===== config.mk =====
export PLATFORM = sky130hd
export DESIGN_NAME = sprite_scheduler
export DESIGN_NICKNAME = d
export VERILOG_FILES = /design/src/rtl/sprite_scheduler.sv
export SDC_FILE = /design/constraint.sdc
export NUM_CORES = 1
export LEC_CHECK = 0
export CORE_ASPECT_RATIO = 0.6
export CORE_MARGIN = 5
export CORE_UTILIZATION = 40
export CTS_CLUSTER_DIAMETER = 50
export DETAILED_ROUTE_END_ITERATION = 10
export PLACE_DENSITY_LB_ADDON = 0.2
export SLEW_MARGIN = 40
export SYNTH_ARGS = -nofsm -noshare
export SYNTH_HDL_FRONTEND = slang
export SYNTH_SLANG_ARGS = --single-unit

===== constraint.sdc =====
create_clock -name clk -period 2.6 [get_ports clk]
set_clock_uncertainty 0.05 [all_clocks]
set_input_delay 0.39 -clock clk [delete_from_list [all_inputs] [get_ports clk]]
set_output_delay 0.39 -clock clk [all_outputs]
set_load 0.05 [all_outputs]

===== src/rtl/sprite_scheduler.sv =====
// sprite_scheduler: starts each sprite engine once per frame and forwards only the
// granted engine's pixels to the VGA adapter. Optional watchdog: SPRITE_SCHED_TIMEOUT_EN.
module sprite_scheduler #(
    parameter int N_SPRITES = 4,
    parameter int TIMEOUT   = 65535
) (
    input  logic                   clk,
    input  logic                   resetn,
    input  logic                   frame_tick,
    input  logic [N_SPRITES-1:0]   sprite_mask,
    input  logic [N_SPRITES-1:0]   sp_plot,
    input  logic [8*N_SPRITES-1:0] sp_x,
    input  logic [7*N_SPRITES-1:0] sp_y,
    input  logic [3*N_SPRITES-1:0] sp_colour,
    input  logic [N_SPRITES-1:0]   sp_finish,
    output logic [N_SPRITES-1:0]   sp_en,
    output logic [7:0]             vga_x,
    output logic [6:0]             vga_y,
    output logic [2:0]             vga_colour,
    output logic                   vga_plot,
    output logic                   frame_done,
    output logic                   busy,
    output logic                   overrun,
    output logic                   timeout_err
);
    typedef enum logic [2:0] {
        S_IDLE,
        S_SELECT,
        S_GRANT,
        S_BUSY,
        S_ADVANCE,
        S_DONE
    } state_t;

    localparam logic [3:0] LAST_IDX = 4'(N_SPRITES - 1);

    state_t               state, state_nxt;
    logic [3:0]           idx, idx_nxt;
    logic [N_SPRITES-1:0] en_nxt;
    logic                 sel_mask, sel_plot, sel_finish;
    logic [7:0]           sel_x;
    logic [6:0]           sel_y;
    logic [2:0]           sel_colour;
    logic                 forward;
    logic                 timed_out;

    // Per-index mux over the packed buses; everything not at idx is ignored.
    always_comb begin
        sel_mask   = 1'b0;
        sel_plot   = 1'b0;
        sel_finish = 1'b0;
        sel_x      = '0;
        sel_y      = '0;
        sel_colour = '0;
        for (int i = 0; i < N_SPRITES; i++) begin
            if (idx == 4'(i)) begin
                sel_mask   = sprite_mask[i];
                sel_plot   = sp_plot[i];
                sel_finish = sp_finish[i];
                sel_x      = sp_x[8*i +: 8];
                sel_y      = sp_y[7*i +: 7];
                sel_colour = sp_colour[3*i +: 3];
            end
        end
    end

`ifdef SPRITE_SCHED_TIMEOUT_EN
    logic [15:0] wd_cnt;

    // Fires on the TIMEOUT-th BUSY cycle; a real finish in that cycle wins.
    assign timed_out = (state == S_BUSY) && !sel_finish && (wd_cnt == 16'(TIMEOUT - 1));

    always_ff @(posedge clk or negedge resetn) begin
        if (!resetn) begin
            wd_cnt      <= '0;
            timeout_err <= 1'b0;
        end else begin
            if (state == S_GRANT)
                wd_cnt <= '0;
            else if (state == S_BUSY)
                wd_cnt <= wd_cnt + 16'd1;
            if (timed_out)
                timeout_err <= 1'b1;
        end
    end
`else
    assign timed_out   = 1'b0;
    assign timeout_err = 1'b0;
`endif

    // NOTE: every output of this block gets a default first, so no path infers a latch.
    always_comb begin
        state_nxt = state;
        idx_nxt   = idx;
        en_nxt    = '0;
        case (state)
            S_IDLE: begin
                if (frame_tick) begin
                    state_nxt = S_SELECT;
                    idx_nxt   = '0;
                end
            end
            S_SELECT: begin
                if (sel_mask)
                    state_nxt = S_GRANT;
                else if (idx == LAST_IDX)
                    state_nxt = S_DONE;
                else
                    idx_nxt = idx + 4'd1;
            end
            S_GRANT:   state_nxt = S_BUSY;
            S_BUSY: begin
                if (sel_finish || timed_out)
                    state_nxt = S_ADVANCE;
            end
            S_ADVANCE: begin
                if (idx == LAST_IDX) begin
                    state_nxt = S_DONE;
                end else begin
                    state_nxt = S_SELECT;
                    idx_nxt   = idx + 4'd1;
                end
            end
            S_DONE:    state_nxt = S_IDLE;
            default:   state_nxt = S_IDLE;
        endcase
        // Registered EN is derived from the next state so it is high exactly in GRANT.
        if (state_nxt == S_GRANT) begin
            for (int i = 0; i < N_SPRITES; i++)
                en_nxt[i] = (idx_nxt == 4'(i));
        end
    end

    // NOTE: state registers use non-blocking assignments so all flops update together.
    always_ff @(posedge clk or negedge resetn) begin
        if (!resetn) begin
            state      <= S_IDLE;
            idx        <= '0;
            sp_en      <= '0;
            frame_done <= 1'b0;
            overrun    <= 1'b0;
        end else begin
            state      <= state_nxt;
            idx        <= idx_nxt;
            sp_en      <= en_nxt;
            frame_done <= (state_nxt == S_DONE);
            if (frame_tick && state != S_IDLE)
                overrun <= 1'b1;
        end
    end

    assign forward = (state == S_GRANT || state == S_BUSY) && !timed_out;
    assign busy    = (state != S_IDLE);

    always_ff @(posedge clk or negedge resetn) begin
        if (!resetn) begin
            vga_x      <= '0;
            vga_y      <= '0;
            vga_colour <= '0;
            vga_plot   <= 1'b0;
        end else if (forward) begin
            vga_x      <= sel_x;
            vga_y      <= sel_y;
            vga_colour <= sel_colour;
            vga_plot   <= sel_plot;
        end else begin
            vga_plot   <= 1'b0;
        end
    end
endmodule


==> results.sh <==
export IMPL_slew_viol_final=0
export IMPL_syn_inst_count=251
export IMPL_dp_hpwl_microns=5640
export IMPL_global_route_overflow_total=0
export IMPL_maximum_clock_path_buffer_count=2
export IMPL_worst_endpoint_required_ns=2.16
export IMPL_synth_largest_area_cell="sky130_fd_sc_hd__dfrtp_1"
export IMPL_fmaxAchievable_mhz=423
export IMPL_cellLeakagePower_uw=0.00135
export IMPL_routed_wirelength_microns=7460
export IMPL_hold_viol=0
export IMPL_crit_reg2reg_capture="sp_en[0]"
export IMPL_setup_worst_path_end_class="output pin"
export IMPL_hold_fix_buffers_cts=0
export IMPL_crit_path_start_kind="flop"
export IMPL_layout_core_utilization_pct=66.7
export IMPL_cellPowerDensity_nw_per_um2=1210
export IMPL_maxCapViolCount=0
export IMPL_gpl_final_weighted_congestion=0.997
export IMPL_post_cts_resized=0
export IMPL_worst_endpoint_arrival_ns=1.92
export IMPL_wire_per_inst_microns=17.6
export IMPL_synth_area_top_cells="sky130_fd_sc_hd__dfrtp_1 38%, sky130_fd_sc_hd__nand2_1 6.5%, sky130_fd_sc_hd__a2bb2oi_1 6.2%"
export IMPL_nets=448
export IMPL_critical_path_reg2reg_startpoint="idx[1]"
export IMPL_register_area_sq_um=801
export IMPL_die_y_microns=66.6
export IMPL_yosys_area_top_type_share_pct=37.6
export IMPL_synth_xor_xnor_area_share_pct=0
export IMPL_grt_pass1_vias=2245
export IMPL_initial_standard_cell_utilization_of_the_core_pct=41.8
export IMPL_cts_inserted_buffers=5
export IMPL_cts_clk_slew_worst_paths_ns=0.07
export IMPL_portion_of_netlist_area_occupied_by_mux_cells_pct=0.469
export IMPL_vias=2319
export IMPL_async_flop_share_pct=100
export IMPL_synthesis_nets=342
export IMPL_hold_path_class="flop to flop"
export IMPL_cts_root_buf="sky130_fd_sc_hd__clkbuf_8"
export IMPL_clock_insertion_delay_worst_skew_ns=0.28
export IMPL_clkSinkCount=32
export IMPL_viasPerCell=5.47
export IMPL_time_the_worst_path_needs_with_i_o_delays_and_setup_ns=2.36
export IMPL_die_area_sq_um=6940
export IMPL_critPathMaxFanout=10
export IMPL_drtIter0Drc=171
export IMPL_floorplan_core_area_sq_um=5100
export IMPL_ys_seq_area_share_pct=37.6
export IMPL_post_synth_and_or_nand_nor_area_fraction_pct=21.0
export IMPL_worst_r2r_path_depth=5
export IMPL_worstMarginPinSlew_ns=0.685
export IMPL_share_of_post_route_cells_with_drive_strength_above_1_pct=7.26
export IMPL_run_status="finished clean"
export IMPL_timing_critical_path_to="busy"
export IMPL_synth_adder_area_share_pct=2.35
export IMPL_synth_top_family_by_area="compound AO/OA/AOI/OAI gates"
export IMPL_synthFlopType="sky130_fd_sc_hd__dfrtp_1"
export IMPL_clock_tree_from_tritoncts="built"
export IMPL_postCtsSetupRepairBufs=0
export IMPL_max_slew_margin_pct=54.2
export IMPL_flow_area_growth_from_synthesis_pct=59.7
export IMPL_multi_input_gate_area_sq_um=1200
export IMPL_num_antenna_cells=0
export IMPL_port_buffers=112
export IMPL_rsz_0062_raised_after_global_routing="false"
export IMPL_htree_levels=2
export IMPL_syn_avg_cell_area_sq_um=8.49
export IMPL_netlist_area_sq_um=2130
export IMPL_grt_antenna_before_repair=0
export IMPL_final_min_period_over_clock_period_pct=90.9
export IMPL_cp_startpoint="state[2]"
export IMPL_grt_max_degree=33
export IMPL_worst_path_setup_slack_after_routing_ns=0.237
export IMPL_synth_compound_area_share_pct=32.2
export IMPL_global_route_wire_length_before_repair_microns=11800
export IMPL_filler_cell_count=445
export IMPL_synthDistinctLibCells=47
export IMPL_timing_reg2reg_setup_slack_ns=0.41
export IMPL_drt_antenna_violating_nets=0
export IMPL_core_rowCount=20
export IMPL_count_of_flip_flops_with_a_built_in_enable_after_synthesis=0
export IMPL_fp_dieW_microns=104
export IMPL_drcViolationCount=0
export IMPL_dr_pass1_iterations=5
export IMPL_floorplan_io_pins=114
export IMPL_yosysWarnings=0
export IMPL_ys_seq_elements=32
export IMPL_criticalPathCategory="flop to output pin"
export IMPL_globalRouteTotalUtil_pct=21.4
export IMPL_dp_worst_setup_slack_ns=0.446
export IMPL_sum_of_negative_setup_slack_ns=0
export IMPL_setup_violations=0
export IMPL_power_ir_vdd_worst_mv=0.607
[report_power, final]
group / total (uW) / switching [uW] / internal (uW)
Sequential: 918 / 200 / 718
Clock: 404 / 188 / 216
Combinational: 2810 / 1670 / 1140
[sequential cells by signal (all words and copies together) (netlist names)]
signal	flops
overrun	1
vga_x	8
frame_done	1
vga_plot	1
vga_colour	3
idx	4
state	3
sp_en	4
vga_y	7
[Yosys cell counts (2+ instances only)]
cell                        number
sky130_fd_sc_hd__clkbuf_1       16
sky130_fd_sc_hd__dfrtp_1        32
sky130_fd_sc_hd__inv_1           6
sky130_fd_sc_hd__o211ai_1       17
sky130_fd_sc_hd__and2_1          2
sky130_fd_sc_hd__ha_1            4
sky130_fd_sc_hd__nand3_1         2
sky130_fd_sc_hd__o31ai_1         3
sky130_fd_sc_hd__nor2b_1         2
sky130_fd_sc_hd__o21a_1          2
sky130_fd_sc_hd__nor3b_1         3
sky130_fd_sc_hd__a221oi_1        2
sky130_fd_sc_hd__a32oi_1         3
sky130_fd_sc_hd__nand2b_1       21
sky130_fd_sc_hd__a2bb2oi_1      15
sky130_fd_sc_hd__nor2_1          4
sky130_fd_sc_hd__a21oi_1        20
sky130_fd_sc_hd__or3b_2          3
sky130_fd_sc_hd__a221o_1         3
sky130_fd_sc_hd__buf_2           5
sky130_fd_sc_hd__nand3b_1        2
sky130_fd_sc_hd__nand2_1        37
sky130_fd_sc_hd__o22ai_1         2
sky130_fd_sc_hd__a21o_1          2
sky130_fd_sc_hd__o21ai_0        21
[worst max-delay path, stage by stage (launching register included)]
cell	delay, ns
sky130_fd_sc_hd__dfrtp_1	0.47
sky130_fd_sc_hd__or3_1	0.45
sky130_fd_sc_hd__clkdlybuf4s50_1	0.72
[cells by family after synthesis]
logic type,count (synthesis)
other cells,1
simple gates,84
flops,32
fa+ha+maj,4
buf+inv,31
compound gates,98
mux,1
[metrics by stage]
stage	cells	area, sq um	total power, uW	hold WS [ns]
after floorplan	251	2130	2820	0.0444
after global placement	416	3320	3690	0.419
after detailed placement	416	3320	3720	0.422
after CTS	424	3410	4140	0.440
after global routing	424	3410	4410	0.467
final	424	3410	4130	0.442
[how the worst min path moves through the flow]
stage	endpoint	slack, ns	start	cells past startpoint
2_1_floorplan	frame_done	0.04	resetn	0
3_3_place_gp	overrun	0.42	overrun	1
3_5_place_dp	overrun	0.42	overrun	1
4_1_cts	vga_x[7]	0.44	vga_x[7]	2
5_1_grt	overrun	0.47	overrun	1
6_report	vga_x[7]	0.44	vga_x[7]	2
[layer usage]
layer	share of wire, %	wire [microns]	up-vias	global-route usage [%]
met2	43	3210	108	30.2
met5	0	0	-	0
met3	8.5	637	4	7.07
li1	-	-	1117	-
met1	48	3560	1090	31.1
met4	0.66	49	0	5.49
[placed cells by master, fill, tap and decap left out, types with 2 or more instances in the layout]
| master | netlist | routed |
|---|---|---|
| sky130_fd_sc_hd__a21o_1 | 2 | 2 |
| sky130_fd_sc_hd__a21oi_1 | 20 | 20 |
| sky130_fd_sc_hd__a221o_1 | 3 | 3 |
| sky130_fd_sc_hd__a221oi_1 | 2 | 2 |
| sky130_fd_sc_hd__a2bb2oi_1 | 15 | 15 |
| sky130_fd_sc_hd__a32oi_1 | 3 | 3 |
| sky130_fd_sc_hd__and2_1 | 2 | 2 |
| sky130_fd_sc_hd__buf_4 | 1 | 11 |
| sky130_fd_sc_hd__clkbuf_1 | 16 | 2 |
| sky130_fd_sc_hd__clkbuf_8 | 0 | 6 |
| sky130_fd_sc_hd__clkdlybuf4s50_1 | 0 | 112 |
| sky130_fd_sc_hd__dfrtp_1 | 32 | 32 |
| sky130_fd_sc_hd__ha_1 | 4 | 4 |
| sky130_fd_sc_hd__inv_1 | 6 | 6 |
| sky130_fd_sc_hd__nand2_1 | 37 | 37 |
| sky130_fd_sc_hd__nand2b_1 | 21 | 21 |
| sky130_fd_sc_hd__nand3_1 | 2 | 2 |
| sky130_fd_sc_hd__nand3b_1 | 2 | 2 |
| sky130_fd_sc_hd__nor2_1 | 4 | 4 |
| sky130_fd_sc_hd__nor2b_1 | 2 | 2 |
| sky130_fd_sc_hd__nor3b_1 | 3 | 2 |
| sky130_fd_sc_hd__o211ai_1 | 17 | 17 |
| sky130_fd_sc_hd__o21a_1 | 2 | 2 |
| sky130_fd_sc_hd__o21ai_0 | 21 | 21 |
| sky130_fd_sc_hd__o22ai_1 | 2 | 2 |
| sky130_fd_sc_hd__o31ai_1 | 3 | 3 |
| sky130_fd_sc_hd__or3b_2 | 3 | 3 |
[cell type report]
type / count / area share (%)
Sequential cell: 32 / 23.5
Tap cell: 66 / 2.42
Inverter: 7 / 0.771
Multi-Input combinational cell: 188 / 35.3
Clock buffer: 8 / 2.65
Timing Repair Buffer: 123 / 35.3
Power figures use the tool's default switching activity.
